[config.mk]
export PLATFORM = sky130hd
export DESIGN_NAME = cla_add_arbiter
export DESIGN_NICKNAME = d
export VERILOG_FILES = /design/src/rtl/cla_add_arbiter.sv
export SDC_FILE = /design/constraint.sdc
export NUM_CORES = 1
export LEC_CHECK = 0
export ABC_CLOCK_PERIOD_IN_PS = 3700
export CAP_MARGIN = 20
export CELL_PAD_IN_SITES_DETAIL_PLACEMENT = 0
export CELL_PAD_IN_SITES_GLOBAL_PLACEMENT = 2
export CORE_MARGIN = 1
export CORE_UTILIZATION = 33
export CTS_BUF_LIST = sky130_fd_sc_hd__clkbuf_4 sky130_fd_sc_hd__clkbuf_8
export DETAILED_ROUTE_END_ITERATION = 10
export DONT_BUFFER_PORTS = 1
export PLACE_DENSITY_LB_ADDON = 0.1
export SETUP_SLACK_MARGIN = 0.2
export SLEW_MARGIN = 5
export SYNTH_ARGS = -nofsm -noshare
export SYNTH_HDL_FRONTEND = slang
export SYNTH_HIERARCHICAL = 1
export SYNTH_SLANG_ARGS = --single-unit
[constraint.sdc]
create_clock -name i_clk -period 3.7 [get_ports i_clk]
set_clock_uncertainty 0.1 [all_clocks]
set_input_delay 0.555 -clock i_clk [delete_from_list [all_inputs] [get_ports i_clk]]
set_output_delay 0.555 -clock i_clk [all_outputs]
set_load 0.01 [all_outputs]
[src/rtl/cla_add_arbiter.sv]
// cla_add_arbiter: round-robin sharing of one carry-lookahead adder among NUM_REQ requesters,
// with a registered operand stage and a held valid/ready response tagged by requester index.
module cla_24bit #(
  parameter int WIDTH = 24
) (
  input  logic [WIDTH-1:0] a,
  input  logic [WIDTH-1:0] b,
  input  logic             cin,
  output logic [WIDTH:0]   sum
);
  logic [WIDTH-1:0] g;
  logic [WIDTH-1:0] p;
  logic [WIDTH:0]   c;
  // Kogge-Stone prefix: after the loops g[i]/p[i] are group generate/propagate over bits [0..i]
  always_comb begin
    g = a & b;
    p = a ^ b;
    for (int d = 1; d < WIDTH; d = d * 2)
      for (int i = WIDTH - 1; i >= d; i--) begin
        g[i] = g[i] | (p[i] & g[i-d]);
        p[i] = p[i] & p[i-d];
      end
    c = '0;
    c[0] = cin;
    for (int i = 0; i < WIDTH; i++) c[i+1] = g[i] | (p[i] & cin);
    sum = {c[WIDTH], a ^ b ^ c[WIDTH-1:0]};
  end
endmodule

module cla_add_arbiter #(
  parameter int WIDTH   = 24,
  parameter int NUM_REQ = 4,
  parameter int ID_W    = 2
) (
  input  logic                     i_clk,
  input  logic                     i_rst_n,
  input  logic [NUM_REQ-1:0]       i_req_valid,
  output logic [NUM_REQ-1:0]       o_req_ready,
  input  logic [NUM_REQ*WIDTH-1:0] i_add1,
  input  logic [NUM_REQ*WIDTH-1:0] i_add2,
  output logic                     o_rsp_valid,
  input  logic                     i_rsp_ready,
  output logic [WIDTH:0]           o_rsp_result,
  output logic [ID_W-1:0]          o_rsp_id,
  output logic                     o_busy
);
  typedef enum logic [1:0] {IDLE, ADD, RESP} state_t;
  state_t            state;
  logic [ID_W-1:0]   rr_ptr;
  logic [ID_W-1:0]   op_id;
  logic [ID_W-1:0]   gnt_id;
  logic [ID_W-1:0]   idx;
  logic              gnt_hit;
  logic [WIDTH-1:0]  op1;
  logic [WIDTH-1:0]  op2;
  logic [WIDTH:0]    sum;
  // Scan downward so the requester closest above rr_ptr is the last (winning) assignment
  always_comb begin
    gnt_hit = 1'b0;
    gnt_id  = '0;
    idx     = '0;
    for (int k = NUM_REQ - 1; k >= 0; k--) begin
      idx = ID_W'((int'(rr_ptr) + k) % NUM_REQ);
      if (i_req_valid[idx]) begin
        gnt_hit = 1'b1;
        gnt_id  = idx;
      end
    end
  end
  assign o_req_ready = (i_rst_n && state == IDLE && gnt_hit) ? NUM_REQ'(1) << gnt_id : '0;
  assign o_busy      = state != IDLE;
  cla_24bit #(.WIDTH(WIDTH)) u_add (
    .a   (op1),
    .b   (op2),
    .cin (1'b0),
    .sum (sum)
  );
  always_ff @(posedge i_clk or negedge i_rst_n) begin
    if (!i_rst_n) begin
      state        <= IDLE;
      rr_ptr       <= '0;
      op1          <= '0;
      op2          <= '0;
      op_id        <= '0;
      o_rsp_valid  <= 1'b0;
      o_rsp_result <= '0;
      o_rsp_id     <= '0;
    end else begin
      case (state)
        IDLE: if (gnt_hit) begin
          op1    <= i_add1[gnt_id*WIDTH +: WIDTH];
          op2    <= i_add2[gnt_id*WIDTH +: WIDTH];
          op_id  <= gnt_id;
          rr_ptr <= (gnt_id == ID_W'(NUM_REQ - 1)) ? '0 : gnt_id + 1'b1;
          state  <= ADD;
        end
        ADD: begin
          o_rsp_result <= sum;
          o_rsp_id     <= op_id;
          o_rsp_valid  <= 1'b1;
          state        <= RESP;
        end
        RESP: if (i_rsp_ready) begin
          o_rsp_valid <= 1'b0;
          state       <= IDLE;
        end
        default: state <= IDLE;
      endcase
    end
  end
endmodule

Yosys cells after proc, flatten, opt, wreduce, memory -nomap -nowiden --
Index checks and enable logic that the tools add are counted.
Storage, ports and cells: output and inout bits 33, register bits 82, word-level logic and storage cells 303, input port bits 199
Cells by class: muxes and demuxes 23, equal/unequal tests 5, multipliers 1, magnitude comparators 4, $add $sub $neg 4, reduce and logical (&&, ||, !) cells 8, shift-type cells 3, bitwise operators 247
Operator list (number):
- 96-bit by 8-bit variable part select with 24-bit output | 2
- 1-bit bitwise AND | 155
- 1-bit bitwise OR | 89
- 24-bit bitwise XOR | 2
- 24-bit bitwise AND | 1
- 2-bit two-way mux | 7
- 2-bit by 3-bit less-than comparator with 1-bit output, second input constant | 4
- 1-bit two-way mux | 9
- 1-bit binary-select mux with 2-bit select | 4
- 2-bit one-hot mux with 3 select lines | 1
- 2-bit AND reduction | 3
- 2-bit by 1-bit adder with 2-bit output, second input constant | 2
- 2-bit adder, second input constant | 2
- 2-bit == test, second input constant | 2
- 2-bit by 2-bit multiplier with 4-bit output, second input constant | 1
- 4-bit two-way mux | 1
- 2-bit != test, second input constant | 2
- 2-bit nonzero test | 2
- 1-bit by 2-bit left shift with 4-bit output, first input constant | 1
- 2-bit by 1-bit == test with 1-bit output, second input constant | 1
- 1-bit logical AND | 2
- 2-bit zero test | 1
- 1-bit one-hot mux with 2 select lines | 1

Depth between registers and ports, before layout --
Gate-level depths: netlist (run 1).
word-level depth 11, depth in mapped cells 9, depth with buffers taken out 8

By module --
The synthesis (run 1) kept the hierarchy.
By module, submodules not included:
- cla_add_arbiter | cells an instance 527, times used 1, seq. area each 2052.0 um2, area an instance 4436.8 um2
- cla_24bit | cells an instance 184, times used 1, seq. area each 0.0 um2, area an instance 1255.0 um2

Least setup slack after synthesis (run 1) --
No wires, ideal clock.
path type reg2reg, from register op1[3], to register o_rsp_result[23], cell stages (with the launch flop) 9, required time 3475 ps, data arrival time 2218 ps, path buffers 0, period minus slack after synthesis 2442 ps, setup slack 1258 ps, library setup time 125 ps, path through dfrtp_1 > ha_1 > nand2_1 > or3_1 > a211o_1 > a211oi_2 > a21boi_1 > xnor2_1 > mux2_2
On the way: word-level cells in the longest chain between the ends 9, elaborated cells on any way between the ends 13, those cells by class 13 x bitwise
Ends and longest elaborated chain:
- from (decl) | line 54 | logic [WIDTH-1:0] op1;
- from (signal assigned) | line 91 | op1 <= i_add1[gnt_id*WIDTH +: WIDTH];
- 24-bit bitwise AND | line 16 | g = a & b;
- 1-bit bitwise AND | line 20 | g[i] = g[i] | (p[i] & g[i-d]);
- 1-bit bitwise OR | line 20
- 1-bit bitwise AND | line 20
- 1-bit bitwise OR | line 20
- 1-bit bitwise OR (*) | line 20
- 1-bit bitwise AND (*) | line 20
- 1-bit bitwise OR (*) | line 20
- 24-bit bitwise XOR (*) | line 26 | sum = {c[WIDTH], a ^ b ^ c[WIDTH-1:0]};
- net sum[23] | line 56 | logic [WIDTH:0] sum;
- to (signal assigned) | line 98 | o_rsp_result <= sum;
- to (decl) | line 43 | output logic [WIDTH:0] o_rsp_result,
Mark *: on every way through the listed nets, which the timed path passes. The rest lies on a longest branch. A chain may end at the register's enable or synchronous reset.

Worst setup path after layout (run 1) --
from register rr_ptr[1], to output o_req_ready[2]
On the way: word-level cells in the longest chain between the ends 9, elaborated cells on any way between the ends 22, those cells by class 3 x add/sub; 1 x shift; 17 x mux; 1 x reduce/logical
Ends and longest elaborated chain:
- from (decl) | line 49 | logic [ID_W-1:0] rr_ptr;
- from (signal assigned) | line 94 | rr_ptr <= (gnt_id == ID_W'(NUM_REQ - 1)) ? '0 : gnt_id + 1'b1;
- 2-bit adder | line 63 | idx = ID_W'((int'(rr_ptr) + k) % NUM_REQ);
- 1-bit binary-select mux with 2-bit select | line 64 | if (i_req_valid[idx]) begin
- 1-bit two-way mux (not written as such) | line 64
- 2-bit two-way mux / 1-bit two-way mux (equally long branches) (4 in a row) | line 64
- 1-bit by 2-bit left shift with 4-bit output / 1-bit logical AND (equally long branches) | line 70 | assign o_req_ready = (i_rst_n && state == IDLE && gnt_hit) ? NUM_REQ'(1) << gnt_id : '0;
- 4-bit two-way mux (*) | line 70
- to (decl) | line 38 | output logic [NUM_REQ-1:0] o_req_ready,
Every way passes the cells marked *; elsewhere a longest branch is shown, timed or not. The select of a mux whose other input is x is not followed.

==> results.py, run 1 <==
metrics = {
    "drt": {
        "remaining_drc_errors": 0,
        "wl_per_cell_um": 19.6,
        "avgViaCountPerCell": 5.45,
        "dr_total_vias": 4968,
        "drt-initial-drc-count": 236,
        "postRouteAntennaNets": 0,
        "drt_wl_total_mm": 17.8,
        "first_pass_iters": 4,
    },
    "place": {
        "hpwl_mm": 13.5,
        "place.port_buffers": 0,
        "place_congestion": 0.820,
    },
    "worst_setup_path": {
        "reg2regPathDepth": 7,
        "crit_type": "register to primary output",
        "critPathMaxFanout": 31,
        "end_kind": "primary output",
        "cp.required_ps": 3040,
        "crit_path_start_kind": "register",
        "worst_ep_arrival_time_ps": 2250,
    },
    "yosys": {
        "synth_edf_count": 0,
        "seq_area_frac_synth_pct": 36.1,
        "synth_area_per_cell_um2": 8.01,
        "ys_async_sr_fraction_pct": 100,
        "synth_top_area_share_pct": 36.1,
        "synth_area_leaders": "dfrtp_1 (36%), nand2_1 (14%), a21oi_1 (10%)",
        "synth_cell_types": 52,
        "yosysTopAreaCell": "dfrtp_1",
        "synth-seq-cells": 82,
        "synth_area_um2": 5690,
        "yosys_warnings": 6,
        "ys.flop_type": "dfrtp_1",
        "synthCells": 711,
    },
    "timing": {
        "maxSlewHeadroom_pct": 55.1,
        "finalWorstPathRequiredPeriod_ps": 2910,
        "finalCritPeriodShare_pct": 78.6,
        "setup_viol": 0,
        "max_clock_freq_ghz": 0.344,
        "hold_viol_final": 0,
        "slew_violations": 0,
        "worstMarginPinSlew_ps": 673,
        "rsz0062_at_grt": "false",
        "tns_ps": 0,
    },
    "layout": {
        "drive_gt1_share_pct": 8.38,
        "postLayoutCoreUtil_pct": 36.4,
        "num-fill-cells": 1807,
        "num_antenna_cells": 0,
        "layout.nets": 914,
        "regArea_um2": 2050,
        "final_cell_mix": "nand2_1 (214), a21oi_1 (118), dfrtp_1 (82)",
        "syn_to_final_growth_pct": 6.92,
        "final_common_cell": "nand2_1",
        "multi_input_comb_area_um2": 3390,
    },
    "worst_hold_path": {
        "hold_class": "input pin to register",
        "holdPathStages": 3,
    },
    "power": {
        "power_leakage_nw": 2.96,
        "ir_drop_v": 0.000710,
        "power-per-cell-area_nw_per_um2": 1010,
    },
    "flow_run": {
        "max_cap_violations": 0,
    },
    "clock_network": {
        "clockBufferDepth": 2,
        "cts.sinks": 82,
        "clk_latency_ps": 370,
        "path_clk_slew_ps": 80,
        "clock-root-buffer": "clkbuf_8",
        "cts_resized": 0,
        "cts_setup_buffers": 0,
        "cts-buffers-inserted": 9,
        "htree_levels": 3,
        "cts_tree": "done",
    },
    "grt": {
        "grt_usage_pct": 20.5,
        "overflow": 0,
        "grt_max_degree": 83,
        "antenna_found_initial": 1,
        "grt_first_pass_wirelength_mm": 27.8,
        "grt_pass1_vias": 5103,
    },
    "floorplan": {
        "die_x_um": 133,
        "start_util_pct": 34.1,
        "core_region_area_um2": 16700,
        "die_h_um": 133,
        "die_area_um2": 17800,
        "ios": 232,
        "rows": 47,
    },
    "outcome": {
        "status": "finished clean",
    },
}
-- metrics by stage --
| step | total power [mW] | hold slack, ps | area, um2 | instances | setup WS (ps) |
|---|---|---|---|---|---|
| detailed placement | 5.46 | 164 | 5840 | 896 | 760 |
| global placement | 5.42 | 163 | 5820 | 895 | 753 |
| CTS | 6.25 | 305 | 6090 | 912 | 754 |
| finish | 6.13 | 325 | 6090 | 912 | 791 |
| global route | 6.71 | 315 | 6090 | 912 | 642 |
| floorplan | 4.54 | 159 | 5700 | 713 | 1260 |
-- Yosys cell counts, types with 2 or more instances --
library cell	number
a211o_1	50
a211oi_1	5
a21boi_1	2
a21o_1	11
a21oi_1	118
a221o_1	2
a221oi_1	2
a31oi_1	4
and2_1	3
and3_1	5
buf_1	4
buf_2	21
buf_6	4
clkbuf_1	14
dfrtp_1	82
ha_1	25
inv_1	11
mux2_2	27
nand2_1	214
nand2b_1	2
nand3_1	5
nand4_1	2
nor2_1	22
nor2b_1	5
nor3_1	4
nor4_1	2
o211ai_1	2
o21ai_0	17
o21bai_1	4
or2_1	2
or2_2	2
xnor2_1	15
xor2_1	4
-- final timing paths --
kind,start,to,slack (ps)
min in group asynchronous,i_rst_n,op2[16],640
setup / recovery,rr_ptr[1],o_req_ready[2],790
setup reg to reg,op1[4],o_rsp_result[19],880
hold reg to reg,op_id[1],op_id[1],400
hold / removal,i_rsp_ready,o_rsp_valid,320
max in group asynchronous,i_rst_n,o_rsp_id[1],2480
-- power breakdown --
group / internal (mW) / switching (mW) / total (mW)
combinational: 1.54 / 2.08 / 3.62
clock: 0.398 / 0.327 / 0.725
sequential: 1.36 / 0.429 / 1.79
-- area by class of cell --
| class | instances | share of cell area [%] |
|---|---|---|
| Multi-Input combinational cell | 575 | 55.7 |
| Sequential cell | 82 | 33.7 |
| Tap cell | 220 | 4.52 |
| Clock buffer | 11 | 2.38 |
| Timing Repair Buffer | 8 | 1.77 |
| Clock inverter | 3 | 1.07 |
| Inverter | 13 | 0.843 |
-- kinds of logic after synthesis --
family / synth area share, %
other cells: 0.0659
compound gates: 25.1
flops: 36.1
xor+xnor: 2.92
mux: 5.54
fa+ha+maj: 5.85
simple gates: 19.8
buf+inv: 4.73
-- registers in the layout, indices dropped and copies added (netlist names) --
name          flops
o_rsp_result     25
op1              24
op2              24
o_rsp_id          2
op_id             2
rr_ptr            2
o_rsp_valid       1
state             2
-- layer usage --
layer,wire length [um],global-route usage [%],share of wire (%)
met5,0,0,0
met4,187,4.36,1.0
met3,1070,4.79,6.0
met2,9250,37.8,52
met1,7340,24.1,41
-- critical path, cell delays in order (launching register included) --
cell and delay, ps:
dfrtp_1 440, mux2_1 370, o221a_4 380, inv_4 290, ha_1 200, and3_1 210
-- timing repair --
item                       4_1_cts  5_1_grt
hold buffers                     2        0
setup endpoints to repair        0        0
hold endpoints to repair        82        0
Note: power is estimated with default switching activity, not from simulation.
==> inputs of run 2 (changes only) <==
Settings changed: ABC_CLOCK_PERIOD_IN_PS 3700 to 2550.
Clock period 3.7 ns to 2.55 ns, I/O delays scaled along.
==> run 2 against run 1 <==
Flip-flop and latch count unchanged. Routed wire length up 3.8%. The run now ends with negative hold slack left. Hold slack worse by 730 ps. Largest cell class unchanged. Power up 63%. First-iteration DRC count up 8.9%. Register-to-register slack worse by 880 ps. Combinational power up 75%. Highest routed layer unchanged. Critical endpoint is now o_rsp_result[16]. Core utilization up 3.1 points. Clock power up 37%. Sequential power up 46%. Sequential share of layout area down 2.6 points.
==> results.py, run 2 (synthesis results as in run 1) <==
metrics = {
    "power": {
        "power_frac_seq_pct": 26.3,
        "switching_power_mw": 4.60,
        "power-per-cell-area_nw_per_um2": 1510,
        "totalPowerFinal_mw": 9.97,
        "power_frac_clock_pct": 10.0,
        "power.internal_mw": 5.38,
        "ir_drop_v": 0.000718,
        "power_leakage_nw": 3.14,
        "sw_frac_of_total_pct": 46.1,
        "power_frac_comb_pct": 63.7,
    },
    "layout": {
        "largest_reg_flops": 25,
        "final_common_cell": "nand2_1",
        "num-fill-cells": 1760,
        "layout.nets": 949,
        "top_register": "o_rsp_result",
        "final_cell_mix": "nand2_1 (212), a21oi_1 (111), dfrtp_1 (81)",
        "regArea_um2": 2050,
        "num_antenna_cells": 0,
        "top_regs": "o_rsp_result: 25 flops, op1: 24 flops, op2: 24 flops",
        "multi_input_comb_area_um2": 3660,
        "syn_to_final_growth_pct": 15.9,
        "drive_gt1_share_pct": 18.8,
    },
    "grt": {
        "top_usage_layer": "met2",
        "overflow": 0,
        "grt_first_pass_wirelength_mm": 28.4,
        "grt_max_degree": 87,
        "use_met3_pct": 4.30,
        "grt_use_met2_pct": 38.5,
        "antenna_found_initial": 0,
        "grt_pass1_vias": 5323,
        "grt_usage_pct": 20.9,
        "grtUsageMet1_pct": 23.5,
    },
    "timing": {
        "finalWorstPathRequiredPeriod_ps": 2550,
        "hold_viol_final": 82,
        "slew_violations": 0,
        "max_clock_freq_ghz": 0.393,
        "tns_ps": 0,
        "setup_viol": 0,
        "maxSlewHeadroom_pct": 57.6,
        "rsz0062_at_grt": "true",
        "hold_slack_ps": -407,
        "finalCritPeriodShare_pct": 99.8,
        "worstMarginPinSlew_ps": 636,
    },
    "place": {
        "place_congestion": 0.831,
        "hpwl_mm": 14.2,
        "place.port_buffers": 0,
    },
    "outcome": {
        "status": "complete, but fails checks",
        "violations": "negative hold slack",
    },
    "drt": {
        "avgViaCountPerCell": 5.45,
        "postRouteAntennaNets": 0,
        "remaining_drc_errors": 0,
        "drt_wl_total_mm": 18.5,
        "wl_per_cell_um": 19.5,
        "first_pass_iters": 4,
        "dr_total_vias": 5175,
        "drt-initial-drc-count": 257,
    },
    "worst_setup_path": {
        "crit_path_start_kind": "register",
        "rrSetupSlack_ps": 4,
        "cpMaxStageDelayCell": "or3_4",
        "crit_start": "op1[2]",
        "rr_endpoint": "o_rsp_result[16]",
        "crit_path_max_incr_delay_ps": 400,
        "cp.required_ps": 2720,
        "critPathMaxFanout": 3,
        "crit_type": "register to register",
        "reg2regPathDepth": 8,
        "worst-path-buf-inv": 0,
        "worstPathCellList": "ha_1 > o21ai_2 > or3_4 > a211o_1 > a211oi_4 > nor2_1 > xnor2_1 > mux2_4",
        "cp_top_family": "compound AO/OA/AOI/OAI gates",
        "path_depth": 8,
        "worst_ep_arrival_time_ps": 2710,
        "rr_startpoint": "op1[2]",
        "crit_end": "o_rsp_result[16]",
        "end_kind": "register",
    },
    "clock_network": {
        "clk_latency_ps": 380,
        "clock-root-buffer": "clkbuf_8",
        "cts-buffers-inserted": 9,
        "path_clk_slew_ps": 100,
        "cts.sinks": 82,
        "htree_levels": 3,
        "clockBufferDepth": 2,
        "cts_tree": "done",
    },
    "floorplan": {
        "die_x_um": 133,
        "die_area_um2": 17800,
        "die_h_um": 133,
        "ios": 232,
        "rows": 47,
        "core_region_area_um2": 16700,
        "start_util_pct": 34.1,
    },
    "worst_hold_path": {
        "hold_class": "input pin to asynchronous set/reset pin",
    },
    "flow_run": {
        "max_cap_violations": 0,
    },
}
run 2: worst min path at each step:
stage / start / endpoint / slack, ps
floorplan: i_rst_n / o_rsp_id[0] / -10
global placement: i_rst_n / op1[14] / -8
detailed placement: i_rst_n / op2[19] / -8
CTS: i_rst_n / o_rsp_result[10] / -440
global route: i_rst_n / o_rsp_result[10] / -440
finish: i_rst_n / o_rsp_result[10] / -410
run 2: layer usage:
| layer | part of all wire [%] | vias up |
|---|---|---|
| met4 | 2.0 | 0 |
| met5 | 0 | - |
| met1 | 39 | 2470 |
| met3 | 6.2 | 21 |
| met2 | 53 | 179 |
| li1 | - | 2505 |
run 2: timing repair:
action / in CTS / in global routing
setup endpoints to repair: 34 / 24
pin swaps: 4 / 15
endpoints found under the hold margin: 82 / 82
buffers inserted: 7 / 8
resized for setup: 30 / 26
run 2: metrics by stage:
step / hold slack, ps / cell area [um2] / cells / worst slack (ps) / util [%]
after floorplan: -13.1 / 5760 / 713 / 171 / -
final: -407 / 6600 / 949 / 4.31 / 39.5
after global routing: -442 / 6600 / 949 / -63.5 / 39.5
after detailed placement: -7.89 / 6050 / 918 / -20.7 / 36.3
after global placement: -8.09 / 6050 / 918 / -1.65 / 36.3
after CTS: -435 / 6430 / 941 / 42.4 / 38.5
run 2: power groups by stage:
stage               logic (mW)  clock network [mW]  registers (mW)
global route              7.01                1.08            2.71
floorplan                 4.28                   0            2.41
detailed placement        5.73                   0            2.66
CTS                       6.08                1.03            2.64
global placement          5.69                   0            2.62
finish                    6.35               0.993            2.62
run 2: layout make-up:
| class | count | share of cell area (%) |
|---|---|---|
| timing repair buffer | 43 | 5.27 |
| inverter | 13 | 0.853 |
| clock inverter | 7 | 1.18 |
| multi-input combinational | 575 | 55.5 |
| clock buffer | 9 | 1.88 |
| sequential | 82 | 31.1 |
| tap | 220 | 4.17 |
run 2: worst reg2reg max path, stage by stage (launching register included):
cell	delay (ps)
dfrtp_1	390
ha_1	310
o21ai_2	70
or3_4	400
a211o_1	320
a211oi_4	330
nor2_1	110
xnor2_1	140
mux2_4	270
